File: src/rtl/receive_all_if.sv
// rtl/receive_all_if.sv - inter-board pin side and decoded-message side of receive_all
interface receive_all_if;
  logic       Request_in;
  logic [5:0] inter_data_in;
  logic       Ack_out;
  logic       rx_valid;
  logic [3:0] rx_msg_type;
  logic [4:0] rx_block_x;
  logic [2:0] rx_block_y;
  logic [5:0] rx_card;
  logic [2:0] rx_sel_len;
  logic       rx_move_dir;
  logic       interboard_rst_out;
  logic       busy;

  modport master (
    output Request_in, inter_data_in,
    input  Ack_out, rx_valid, rx_msg_type, rx_block_x, rx_block_y, rx_card,
           rx_sel_len, rx_move_dir, interboard_rst_out, busy
  );

  modport slave (
    input  Request_in, inter_data_in,
    output Ack_out, rx_valid, rx_msg_type, rx_block_x, rx_block_y, rx_card,
           rx_sel_len, rx_move_dir, interboard_rst_out, busy
  );
endinterface

File: src/rtl/receive_all.sv
// rtl/receive_all.sv - 4-phase Request/Ack receiver assembling six 6-bit transfers into one message
module receive_all #(
  parameter int SETTLE_CYC = 2,
  parameter int RST_DETECT = 16
) (
  input logic       clk,
  input logic       rst,
  receive_all_if.slave bus
);
  typedef enum logic [1:0] {IDLE, SETTLE, ACK} state_t;

  localparam logic [3:0] LP_SETTLE_LAST = 4'(SETTLE_CYC - 1);
  localparam logic [7:0] LP_DET_MAX     = 8'(RST_DETECT);
  localparam logic [7:0] LP_DET_LAST    = 8'(RST_DETECT - 1);

  state_t     r_state, w_state_nxt;
  logic [3:0] r_cnt, w_cnt_nxt;
  logic [2:0] r_field_idx, w_field_idx_nxt;
  logic [7:0] r_det_cnt;
  logic       r_req_s1, r_req_s;
  logic [5:0] r_data_s1, r_data_s;
  logic       w_capture, w_frame_done, w_det_cond, w_det_fire;

  logic [3:0] r_f_msg_type, r_rx_msg_type;
  logic [4:0] r_f_block_x,  r_rx_block_x;
  logic [2:0] r_f_block_y,  r_rx_block_y;
  logic [5:0] r_f_card,     r_rx_card;
  logic [2:0] r_f_sel_len,  r_rx_sel_len;
  logic       r_f_move_dir, r_rx_move_dir;
  logic       r_rx_valid, r_irst;

  // Two-flop synchronizers: nothing downstream looks at the raw pins.
  always_ff @(posedge clk) begin
    if (rst) begin
      r_req_s1  <= 1'b0;
      r_req_s   <= 1'b0;
      r_data_s1 <= '0;
      r_data_s  <= '0;
    end else begin
      r_req_s1  <= bus.Request_in;
      r_req_s   <= r_req_s1;
      r_data_s1 <= bus.inter_data_in;
      r_data_s  <= r_data_s1;
    end
  end

  assign w_det_cond = !r_req_s && (r_data_s == 6'h3F);
  assign w_det_fire = w_det_cond && (r_det_cnt == LP_DET_LAST);

  // Saturating at the limit means a held line yields a single pulse until it lets go.
  always_ff @(posedge clk) begin
    if (rst || !w_det_cond)
      r_det_cnt <= '0;
    else if (r_det_cnt != LP_DET_MAX)
      r_det_cnt <= r_det_cnt + 8'd1;
  end

  always_ff @(posedge clk) begin
    if (rst) begin
      r_state     <= IDLE;
      r_cnt       <= '0;
      r_field_idx <= '0;
    end else begin
      r_state     <= w_state_nxt;
      r_cnt       <= w_cnt_nxt;
      r_field_idx <= w_field_idx_nxt;
    end
  end

  always_comb begin
    w_state_nxt     = r_state;
    w_cnt_nxt       = r_cnt;
    w_field_idx_nxt = r_field_idx;
    w_capture       = 1'b0;
    w_frame_done    = 1'b0;
    case (r_state)
      IDLE: begin
        if (r_req_s) begin
          w_state_nxt = SETTLE;
          w_cnt_nxt   = '0;
        end
      end
      SETTLE: begin
        if (!r_req_s) begin
          w_state_nxt = IDLE;
        end else if (r_cnt == LP_SETTLE_LAST) begin
          w_capture   = 1'b1;
          w_state_nxt = ACK;
        end else begin
          w_cnt_nxt = r_cnt + 4'd1;
        end
      end
      ACK: begin
        if (!r_req_s) begin
          w_state_nxt = IDLE;
          if (r_field_idx == 3'd5) begin
            w_field_idx_nxt = '0;
            w_frame_done    = 1'b1;
          end else begin
            w_field_idx_nxt = r_field_idx + 3'd1;
          end
        end
      end
      default: w_state_nxt = IDLE;
    endcase
    // A peer reset overrides whatever the handshake was doing, including a completing frame.
    if (w_det_fire) begin
      w_state_nxt     = IDLE;
      w_cnt_nxt       = '0;
      w_field_idx_nxt = '0;
      w_capture       = 1'b0;
      w_frame_done    = 1'b0;
    end
  end

  always_ff @(posedge clk) begin
    if (rst) begin
      r_f_msg_type <= '0;
      r_f_block_x  <= '0;
      r_f_block_y  <= '0;
      r_f_card     <= '0;
      r_f_sel_len  <= '0;
      r_f_move_dir <= 1'b0;
    end else if (w_capture) begin
      case (r_field_idx)
        3'd0:    r_f_msg_type <= r_data_s[3:0];
        3'd1:    r_f_block_x  <= r_data_s[4:0];
        3'd2:    r_f_block_y  <= r_data_s[2:0];
        3'd3:    r_f_card     <= r_data_s;
        3'd4:    r_f_sel_len  <= r_data_s[2:0];
        default: r_f_move_dir <= r_data_s[0];
      endcase
    end
  end

  always_ff @(posedge clk) begin
    if (rst) begin
      r_rx_valid    <= 1'b0;
      r_irst        <= 1'b0;
      r_rx_msg_type <= '0;
      r_rx_block_x  <= '0;
      r_rx_block_y  <= '0;
      r_rx_card     <= '0;
      r_rx_sel_len  <= '0;
      r_rx_move_dir <= 1'b0;
    end else begin
      r_rx_valid <= w_frame_done;
      r_irst     <= w_det_fire;
      if (w_det_fire) begin
        r_rx_msg_type <= '0;
        r_rx_block_x  <= '0;
        r_rx_block_y  <= '0;
        r_rx_card     <= '0;
        r_rx_sel_len  <= '0;
        r_rx_move_dir <= 1'b0;
      end else if (w_frame_done) begin
        r_rx_msg_type <= r_f_msg_type;
        r_rx_block_x  <= r_f_block_x;
        r_rx_block_y  <= r_f_block_y;
        r_rx_card     <= r_f_card;
        r_rx_sel_len  <= r_f_sel_len;
        r_rx_move_dir <= r_f_move_dir;
      end
    end
  end

  assign bus.Ack_out            = (r_state == ACK);
  assign bus.busy               = (r_field_idx != 3'd0) || (r_state != IDLE);
  assign bus.rx_valid           = r_rx_valid;
  assign bus.interboard_rst_out = r_irst;
  assign bus.rx_msg_type        = r_rx_msg_type;
  assign bus.rx_block_x         = r_rx_block_x;
  assign bus.rx_block_y         = r_rx_block_y;
  assign bus.rx_card            = r_rx_card;
  assign bus.rx_sel_len         = r_rx_sel_len;
  assign bus.rx_move_dir        = r_rx_move_dir;
endmodule

File: src/flat_wrapper.sv
// flat-port wrapper written by rule: the top's interface ports become plain ports
module receive_all_flat 
#(
  parameter int SETTLE_CYC = 2,
  parameter int RST_DETECT = 16
)
  (clk, rst, bus_Request_in, bus_inter_data_in, bus_Ack_out, bus_rx_valid, bus_rx_msg_type, bus_rx_block_x, bus_rx_block_y, bus_rx_card, bus_rx_sel_len, bus_rx_move_dir, bus_interboard_rst_out, bus_busy);
  receive_all_if bus_i ();
  input logic clk;
  input logic rst;
  input wire logic [$bits(bus_i.Request_in)-1:0] bus_Request_in;
  input wire logic [$bits(bus_i.inter_data_in)-1:0] bus_inter_data_in;
  output wire logic [$bits(bus_i.Ack_out)-1:0] bus_Ack_out;
  output wire logic [$bits(bus_i.rx_valid)-1:0] bus_rx_valid;
  output wire logic [$bits(bus_i.rx_msg_type)-1:0] bus_rx_msg_type;
  output wire logic [$bits(bus_i.rx_block_x)-1:0] bus_rx_block_x;
  output wire logic [$bits(bus_i.rx_block_y)-1:0] bus_rx_block_y;
  output wire logic [$bits(bus_i.rx_card)-1:0] bus_rx_card;
  output wire logic [$bits(bus_i.rx_sel_len)-1:0] bus_rx_sel_len;
  output wire logic [$bits(bus_i.rx_move_dir)-1:0] bus_rx_move_dir;
  output wire logic [$bits(bus_i.interboard_rst_out)-1:0] bus_interboard_rst_out;
  output wire logic [$bits(bus_i.busy)-1:0] bus_busy;
  assign bus_i.Request_in = bus_Request_in;
  assign bus_i.inter_data_in = bus_inter_data_in;
  assign bus_Ack_out = bus_i.Ack_out;
  assign bus_rx_valid = bus_i.rx_valid;
  assign bus_rx_msg_type = bus_i.rx_msg_type;
  assign bus_rx_block_x = bus_i.rx_block_x;
  assign bus_rx_block_y = bus_i.rx_block_y;
  assign bus_rx_card = bus_i.rx_card;
  assign bus_rx_sel_len = bus_i.rx_sel_len;
  assign bus_rx_move_dir = bus_i.rx_move_dir;
  assign bus_interboard_rst_out = bus_i.interboard_rst_out;
  assign bus_busy = bus_i.busy;
  receive_all #(.SETTLE_CYC(SETTLE_CYC), .RST_DETECT(RST_DETECT)) u_core (.clk(clk), .rst(rst), .bus(bus_i));
endmodule
File: config.mk
export PLATFORM = sky130hd
export DESIGN_NAME = receive_all_flat
export DESIGN_NICKNAME = d
export VERILOG_FILES = /design/src/rtl/receive_all_if.sv /design/src/rtl/receive_all.sv /design/src/flat_wrapper.sv
export SDC_FILE = /design/constraint.sdc
export NUM_CORES = 1
export LEC_CHECK = 0
export BUFFER_PORTS_ARGS = -buffer_cell sky130_fd_sc_hd__buf_2
export CORE_MARGIN = 10
export CORE_UTILIZATION = 61
export DETAILED_ROUTE_END_ITERATION = 12
export MAX_ROUTING_LAYER = met4
export PLACE_DENSITY = 0.85
export SLEW_MARGIN = 20
export SYNTH_ARGS = -nofsm -noshare
export SYNTH_HDL_FRONTEND = slang
export SYNTH_SLANG_ARGS = --single-unit
File: constraint.sdc
create_clock -name clk -period 3.5 [get_ports clk]
set_input_delay 0.7 -clock clk [delete_from_list [all_inputs] [get_ports clk]]
set_output_delay 0.7 -clock clk [all_outputs]
set_load 0.05 [all_outputs]
; ---- Word level (Yosys, flattened, before mapping)
; Index checks and enable logic that the tools add are counted.
[word_totals]
register_bits = 77
elab_cells = 83
inputBits = 9
output_inout_bits = 26
[op_classes]
n_bitwise = 2
n_eq_ne = 16
n_mux = 18
addsub = 3
reduce_logical = 22
[ops]
columns = cell, count
row1 = $reduce_and A2 Y1, 7
row2 = $mux W4, 3
row3 = $add A8 B1 Y8 const B, 1
row4 = $eq A8 B4 Y1 const B, 1
row5 = $mux W1, 8
row6 = $mux W2, 4
row7 = $ne A8 B5 Y1 const B, 1
row8 = $pmux W4 S2, 1
row9 = $eq A3 B2 Y1 const B, 2
row10 = $eq A3 B3 Y1 const B, 2
row11 = $eq A6 B6 Y1 const B, 1
row12 = $pmux W2 S3, 1
row13 = $reduce_or A5 Y1, 1
row14 = $add A4 B1 Y4 const B, 1
row15 = $eq A4 B1 Y1 const B, 1
row16 = $ne A2 B1 Y1 const B, 2
row17 = $ne A2 B2 Y1 const B, 2
row18 = $reduce_and A4 Y1, 1
row19 = $reduce_bool A2 Y1, 2
row20 = $add A3 B1 Y3 const B, 1
row21 = $eq A3 B1 Y1 const B, 1
row22 = $logic_not A3 Y1, 1
row23 = $mux W3, 1
row24 = $ne A3 B3 Y1 const B, 1
row25 = 10 further kinds, 14

; ---- Logic depth before layout (Yosys ltp)
; Gate-level depths: netlist (run 1).
[depth]
depth_word = 6
mapped_depth = 6
mapped_depth_nobuf = 5

; ---- Least setup slack after synthesis (run 1)
; Ideal clock, no wire load.
[synth_path]
path_type = reg2out
startpoint = register u_core.r_state[0]
endpoint = output port bus_Ack_out
required_time_ns = 2.800
t_arrival_ns = 1.174
path_buffers = 1
setup_slack_ns = 1.626
stages_incl_launch_ff = 3
path_cell_list = dfxtp_1 buf_2 nor2b_1
[synth_between]
elab_chain_cells = 1
[synth_rtl]
columns = item, line_no
row1 = start: declaration, receive_all.sv:16  ; state_t r_state, w_state_nxt;
row2 = start signal: assignment, receive_all.sv:64  ; r_state <= w_state_nxt;
row3 = $eq A2 B2 Y1, receive_all.sv:167  ; assign bus.Ack_out = (r_state == ACK);
row4 = end: declaration, flat_wrapper.sv:13  ; output wire logic [$bits(bus_i.Ack_out)-1:0] bus_Ack_out;
; No other way between the ends.

; ---- Final worst setup path (run 1)
[layout_path]
startpoint = register u_core.r_det_cnt[0]
endpoint = register u_core.r_rx_valid, in the netlist u_core.bus.rx_valid
[layout_between]
elab_chain_cells = 3
[layout_rtl]
columns = item, line_no
row1 = start: declaration, receive_all.sv:19  ; logic [7:0] r_det_cnt;
row2 = start signal: assignment, receive_all.sv:55  ; r_det_cnt <= r_det_cnt + 8'd1;
row3 = $eq A8 B4 Y1, receive_all.sv:48  ; assign w_det_fire = w_det_cond && (r_det_cnt == LP_DET_LAST);
row4 = $logic_and A1 B1 Y1, receive_all.sv:48
row5 = $mux W1, receive_all.sv:107  ; if (w_det_fire) begin
row6 = end signal: assignment, receive_all.sv:147  ; r_rx_valid <= w_frame_done;
row7 = end: declaration, receive_all.sv:30  ; logic r_rx_valid, r_irst;
; No other way between the ends.
; A chain may end at the register's enable or synchronous reset.

==> results of run 1 <==
==> worst paths after layout <==
path	end	slack [ns]
worst min register to register	u_core.r_data_s[1]	0.44
worst min-delay path	u_core.r_data_s[1]	0.44
worst max register to register	u_core.bus.rx_valid	1.32
worst max-delay path	u_core.bus.rx_valid	1.32
==> cell families after synthesis <==
group / Yosys count / share of synthesized area
buffers and inverters: 29 / 0.0449
AOI/OAI and AO/OA: 68 / 0.126
adders and majority gates: 6 / 0.0237
xor gates and xnor gates: 3 / 0.00858
DFF: 77 / 0.503
and+or+nand+nor: 123 / 0.225
muxes: 21 / 0.0686
==> state kept, by name, indices dropped and copies added, names as in the netlist <==
register                       cells
u_core.r_f_sel_len                 3
u_core.bus.rx_valid                1
u_core.r_f_block_x                 5
u_core.bus.rx_block_y              3
u_core.r_field_idx                 3
u_core.bus.rx_sel_len              3
u_core.r_state                     2
u_core.bus.rx_block_x              5
u_core.r_data_s1                   6
u_core.bus.interboard_rst_out      1
u_core.r_f_block_y                 3
u_core.r_cnt                       4
u_core.bus.rx_msg_type             4
u_core.r_req_s                     1
u_core.r_f_move_dir                1
u_core.r_f_msg_type                4
u_core.bus.rx_move_dir             1
u_core.bus.rx_card                 6
u_core.r_data_s                    6
u_core.r_req_s1                    1
u_core.r_det_cnt                   8
u_core.r_f_card                    6
==> metal layers <==
layer	global-route usage	up-vias	part of all wire
met3	0.0549	15	0.053
met5	-	-	0
met1	0.190	1094	0.47
met2	0.243	63	0.45
met4	0.0822	0	0.022
li1	-	1203	-
==> cell type report <==
type,instances,area [µm²],share of cell area
clock inverter,6,70.1,0.0204
tap,67,83.8,0.0245
timing repair buffer,36,185,0.0540
multi-input combinational,221,1390,0.405
clock buffer,10,128,0.0372
sequential,77,1540,0.450
inverter,8,30.0,0.00876
==> synthesized netlist by cell type (2+ instances only) <==
cell type | instances | area share
mux2i_1 | 21 | 0.069
o21ai_0 | 28 | 0.046
nor3_1 | 9 | 0.015
inv_1 | 7 | 0.0086
buf_2 | 5 | 0.0082
nand2_1 | 33 | 0.040
ha_1 | 5 | 0.020
nor2_1 | 4 | 0.0049
a211oi_1 | 2 | 0.0049
nand3_1 | 30 | 0.049
and3_1 | 2 | 0.0041
nor3b_1 | 2 | 0.0049
a21oi_1 | 31 | 0.051
nor2b_1 | 16 | 0.033
buf_6 | 3 | 0.011
dfxtp_1 | 77 | 0.50
nand3b_1 | 2 | 0.0049
or3_1 | 6 | 0.012
nand4b_1 | 4 | 0.011
xnor2_1 | 2 | 0.0057
nand4_1 | 3 | 0.0061
clkbuf_1 | 12 | 0.015
==> critical path: stages, from the launching register on <==
cell	delay [ns]
dfxtp_1	0.40
ha_1	0.21
nand3_1	0.21
o41ai_4	0.78
buf_4	0.37
nor3_2	0.07
==> metrics by stage <==
step,hold WS (ns),cell area [µm²],power [W]
after floorplan,0.414,3060,0.000932
after global placement,0.424,3230,0.000939
after detailed placement,0.423,3230,0.000940
after CTS,0.448,3430,0.00160
after global routing,0.461,3430,0.00165
final,0.445,3430,0.00159
==> placed cells by master, fill, tap and decap left out, types with 2 or more instances in the layout <==
cell type	synthesis	layout
nand2_1	33	33
nand4_1	3	3
a21oi_1	31	31
nand3b_1	2	2
nor2_1	4	4
ha_1	5	5
nor2b_1	16	16
clkinvlp_4	0	3
or3_1	6	6
nor3_1	9	9
inv_6	0	2
o21ai_0	28	28
buf_2	5	34
a211oi_1	2	2
xnor2_1	2	2
mux2i_1	21	21
buf_4	0	2
nand4b_1	4	4
and3_1	2	2
nand3_1	30	30
inv_1	7	7
clkbuf_8	0	9
dfxtp_1	77	77
==> power breakdown <==
group / switching (W) / internal (W)
Clock: 0.000333 / 0.000334
Combinational: 0.0000215 / 0.0000110
Sequential: 0.00000439 / 0.000883
==> results.md, run 1 <==
- Status: finished clean
- Distinct cells, synth: 45
- Core Area: 4790 µm²
- Via/cell ratio: 5.59
- Worst-Margin Slew: 0.798 ns
- Fmax: 459 MHz
- Worst R2R Path Depth: 5
- Pwr dens: 463 nW/µm²
- CP startpoint: u_core.r_det_cnt[0]
- Placer congestion estimate: 0.826
- Worst setup EP type: flop
- Final Slew Violations: 0
- Post-route ant nets: 0
- Max cap viols: 0
- RSZ-0062 raised after global routing: false
- Area growth syn-to-layout: 11.9%
- Post-route DRC violation count: 0
- Clock sink count: 77
- DRT Wirelength: 6.31 mm
- Row cnt: 25
- Final design utilization: 0.716
- Kind of critical path: flop to flop
- Vias in the first global route: 2,287
- Worst-path maximum fanout: 19
- Number of iterations in the first detailed-routing pass: 4
- Initial antenna violation count: 0
- Die width: 90.9 µm
- Tot GR Track Use: 0.162
- Final nets: 367
- H-tree depth: 3
- Via count: 2,375
- Sequential share of the synthesized area: 0.503
- Pre-CTS setup slack: 1.34 ns
- Primary FF master, synth: dfxtp_1
- First-pass GRT wire length: 10.8 mm
- Worst Slack Setup Final: 1.32 ns
- Final setup vio count: 0
- Initial Util: 0.640
- Post-DP HPWL: 4.24 mm
- # diodes: 0
- CTS Buf Count: 9
- Wire per inst: 14.9 µm
- Synthesized cell area: 3060 µm²
- Worst r2r src: u_core.r_det_cnt[0]
- # hold bufs at CTS: 0
- Die height: 90.9 µm
- # port buffers: 34
- Cts repair resizes: 0
- Worst hold start: u_core.r_data_s1[1]
- Arr. time, crit path: 2.40 ns
- Setup Skew: 0.0130 ns
- Post-Syn Nets: 341
- Avg Cell Area, Syn: 9.37 µm²
- Cell count after synthesis: 327
- Critical Path Start Type: flop
- Clock Tree Buf Depth: 2
- Hold Crit Class: flop to flop
- Fin cells: 425
- Postcts setup bufs: 0
- Leakage: 1.36 nW
- Largest net degree at the start of global routing: 29
- Clk_lat worst skew: 0.36 ns
- Reg clk slew, reported paths: 0.08 ns
- Tmin final: 2.18 ns
- Placed Cells: 409
- Ratio of cells with drive above 1 in the final layout: 0.168
- IO Count: 35
- Async S/R FF share, synth: 0
- CP Data Required Time: 3.72 ns
- Hold Vio Cnt, Final: 0
- YS warnings: 0
- Setup TNS: 0 ns
- Die area: 8260 µm²
- Slew Limit Headroom: 0.466
- Fillcell total: 361
- DRT iter0 DRCs: 174
- CTS tree: built
- Seq cells post-synth: 77
- Hold Crit Depth: 1
- Crit share post-route: 0.623
- Root Buffer Master: clkbuf_8
- Overflow left after global routing: 0
- Post-synth EDFFs: 0
- VDD IR max: 0.343 mV
Power figures use the tool's default switching activity.
==> run 2, diff against run 1 <==
- ABC_AREA: not set -> 1
- CORE_UTILIZATION: 61 -> 52
- PLACE_DENSITY: 0.85 -> 0.77
- clock period: 3.5 -> 1.8 ns (I/O delays scaled with it)
==> results.md, run 2 <==
- Via count: 2,505 (was 2,375)
- Comb power frac: 0.029 (was 0.021)
- Synth area leader: dfxtp_1 (unchanged)
- Commonest non-fill, non-tap cells in the layout: nor2_1, dfxtp_1, nand2_1 (was dfxtp_1, buf_2, nand2_1)
- VDD IR max: 0.493 mV (was 0.343 mV)
- Hold Crit Class: input port to flop (was flop to flop)
- Initial antenna violation count: 0 (unchanged)
- Max FFs per register: 8 (unchanged)
- # hold bufs at CTS: 0 (unchanged)
- Switch share: 0.230 (was 0.226)
- Primary FF master, synth: dfxtp_1 (unchanged)
- RSZ-0062 raised after global routing: false (unchanged)
- Tmin final: 1.67 ns
- Root Buffer Master: clkbuf_8 (unchanged)
- Post-synth EDFFs: 0 (unchanged)
- Tot GR Track Use: 0.132 (was 0.162)
- Main area contributors after synthesis: dfxtp_1, nor2_1, nand2_1 (was dfxtp_1, mux2i_1, a21oi_1)
- YS warnings: 0 (unchanged)
- Hold Vio Cnt, Final: 0 (unchanged)
- Distinct cells, synth: 29 (was 45)
- Placed Cells: 513 (was 409)
- Final nets: 463 (was 367)
- Post-route DRC violation count: 0 (unchanged)
- Worst Slack Setup Final: 0.133 ns (was 1.32 ns)
- Clock sink count: 77 (unchanged)
- Seq cells post-synth: 77 (unchanged)
- Design area: 3550 µm² (was 3430 µm²)
- Post-route ant nets: 0 (unchanged)
- Slowest stage delay, CP: 0.37 ns (was 0.78 ns)
- Crit share post-route: 0.926
- First-pass GRT wire length: 10.4 mm (was 10.8 mm)
- Cts repair resizes: 0 (unchanged)
- IO Count: 35 (unchanged)
- # diodes: 0 (unchanged)
- Core Area: 5890 µm² (was 4790 µm²)
- Die height: 97.7 µm (was 90.9 µm)
- Post-Syn Nets: 425 (was 341)
- Vias in the first global route: 2,414 (was 2,287)
- CTS Buf Count: 9 (unchanged)
- # port buffers: 34 (unchanged)
- CP Data Required Time: 1.44 ns (was 3.72 ns)
- Most common cell in the synthesized netlist: nor2_1 (was dfxtp_1)
- Commonest cells in the netlist: nor2_1, dfxtp_1, nand2_1 (was dfxtp_1, nand2_1, a21oi_1)
- Fin cells: 529 (was 425)
- Status: finished clean (unchanged)
- CP cell instances: nor2_1 -> nand4_1 -> buf_2 (was ha_1 -> nand3_1 -> o41ai_4 -> buf_4 -> nor3_2)
- Area growth syn-to-layout: 12.9% (was 11.9%)
- Number of iterations in the first detailed-routing pass: 4 (unchanged)
- Placed cell area: 3360 µm² (was 3230 µm²)
- Postcts setup bufs: 0 (unchanged)
- DRT Wirelength: 5.91 mm (was 6.31 mm)
- Sequential share of power: 0.573 (was 0.559)
- Most flops, register: u_core.r_det_cnt (unchanged)
- Post-DP HPWL: 4.22 mm (was 4.24 mm)
- Int Pwr: 0.00232 W (was 0.00123 W)
- Cell count after synthesis: 411 (was 327)
- DRT iter0 DRCs: 142 (was 174)
- Avg Cell Area, Syn: 7.64 µm² (was 9.37 µm²)
- Arr. time, crit path: 1.31 ns (was 2.40 ns)
- Sw Pwr: 0.000693 W (was 0.000359 W)
- Async S/R FF share, synth: 0 (unchanged)
- Setup Skew: 0.0114 ns (was 0.0130 ns)
- Pre-CTS setup slack: 0.219 ns (was 1.34 ns)
- Synthesized cell area: 3140 µm² (was 3060 µm²)
- Largest net degree at the start of global routing: 26 (was 29)
- Synth top area share: 0.491 (was 0.503)
- Row cnt: 28 (was 25)
- Max cap viols: 0 (unchanged)
- Commonest non-fill, non-tap cell in the layout: nor2_1 (was dfxtp_1)
- H-tree depth: 3 (unchanged)
- Fmax: 600 MHz
- Die area: 9550 µm² (was 8260 µm²)
- Final Slew Violations: 0 (unchanged)
- Overflow left after global routing: 0 (unchanged)
- Sequential share of the synthesized area: 0.491 (was 0.503)
- Initial Util: 0.534 (was 0.640)
- Die width: 97.7 µm (was 90.9 µm)
- Placer congestion estimate: 0.855 (was 0.826)
- Clock Tree Buf Depth: 2 (unchanged)
- CTS tree: built (unchanged)
- Worst-path maximum fanout: 7 (was 19)
- Via/cell ratio: 4.74 (was 5.59)
- Worst setup EP type: primary output (was flop)
- Clk_lat worst skew: 0.36 ns (about the same)
- Ratio of cells with drive above 1 in the final layout: 0.185 (was 0.168)
- Final setup vio count: 0 (unchanged)
- Reg clk slew, reported paths: 0.08 ns (about the same)
- Slowest stage cell, crit path: dfxtp_1 (was o41ai_4)
- Final design utilization: 0.603 (was 0.716)
- Worst-Margin Slew: 0.356 ns (was 0.798 ns)
- Leakage: 1.66 nW (was 1.36 nW)
- Pwr dens: 850 nW/µm² (was 463 nW/µm²)
- Power share of the clock group: 0.398 (was 0.420)
- Kind of critical path: flop to primary output (was flop to flop)
- Critical Path Start Type: flop (unchanged)
- Wire per inst: 11.2 µm (was 14.9 µm)
- Setup TNS: 0 ns (unchanged)
- Slew Limit Headroom: 0.761 (was 0.466)
[run 2: cell types whose count changed in the layout (fill, tap and decap cells not counted), moves of 4 or more]
cell and delta:
nor2_1 +115, nand2_1 +37, inv_1 +34, o21ai_0 -25
a21oi_1 -23, o211ai_1 +22, mux2i_1 -21, nand3_1 -18
nor2b_1 -16, nor2_2 +15, nor3_1 -7, or3_1 -6
buf_4 +5, nand4b_1 -4
[run 2: stage by stage]
stage | hold slack (ns) | power (W)
after floorplan | 0.388 | 0.00183
after global placement | 0.390 | 0.00185
after detailed placement | 0.392 | 0.00186
after CTS | 0.190 | 0.00305
after global routing | 0.208 | 0.00313
final | 0.201 | 0.00302
[run 2: area by class of cell]
type | instances | area, µm²
fill | 556 | 2340
sequential | 77 | 1540
multi-input combinational | 277 | 1340
timing repair buffer | 41 | 223
inverter | 43 | 161
clock buffer | 11 | 151
tap | 75 | 93.8
clock inverter | 5 | 33.8
[run 2: final timing paths]
path | to | slack, ns | cells past startpoint | startpoint
worst min-delay path | u_core.r_data_s1[5] | 0.20 | 3 | bus_inter_data_in[5]
worst max register to register | u_core.bus.rx_block_x[0] | 0.22 | 7 | u_core.r_det_cnt[0]
worst min register to register | u_core.r_data_s[1] | 0.40 | 2 | u_core.r_data_s1[1]
worst max-delay path | bus_busy | 0.13 | 3 | u_core.r_field_idx[0]
[run 2: critical path, delay by kind of cell, from the launching register on]
kind	cells	cell delay, ns
DFF	1	0.37
and+or+nand+nor	2	0.36
buffers and inverters	1	0.23
[run 2: per-layer routing]
metal | vias to the layer above | wire length, µm | GRT usage
met3 | 15 | 270 | 0.0359
met5 | - | 0 | -
met4 | 0 | 112 | 0.0749
li1 | 1355 | - | -
met1 | 1099 | 2750 | 0.144
met2 | 36 | 2780 | 0.215
[run 2: cells by family after synthesis]
| logic type | count (synthesis) | synth area share |
|---|---|---|
| AO/OA/AOI/OAI | 35 | 0.0745 |
| XOR/XNOR | 4 | 0.0112 |
| adder cells (fa/ha/maj) | 5 | 0.0199 |
| buffers and inverters | 57 | 0.0816 |
| flip-flops | 77 | 0.491 |
| AND/OR/NAND/NOR | 233 | 0.322 |
[run 2: power groups by stage]
stage | clock network (W) | registers (W) | logic, W
after detailed placement | 0 | 0.00177 | 0.0000891
after global routing | 0.00129 | 0.00173 | 0.000102
after CTS | 0.00123 | 0.00173 | 0.0000894
final | 0.00120 | 0.00173 | 0.0000888
after global placement | 0 | 0.00177 | 0.0000861
after floorplan | 0 | 0.00177 | 0.0000643
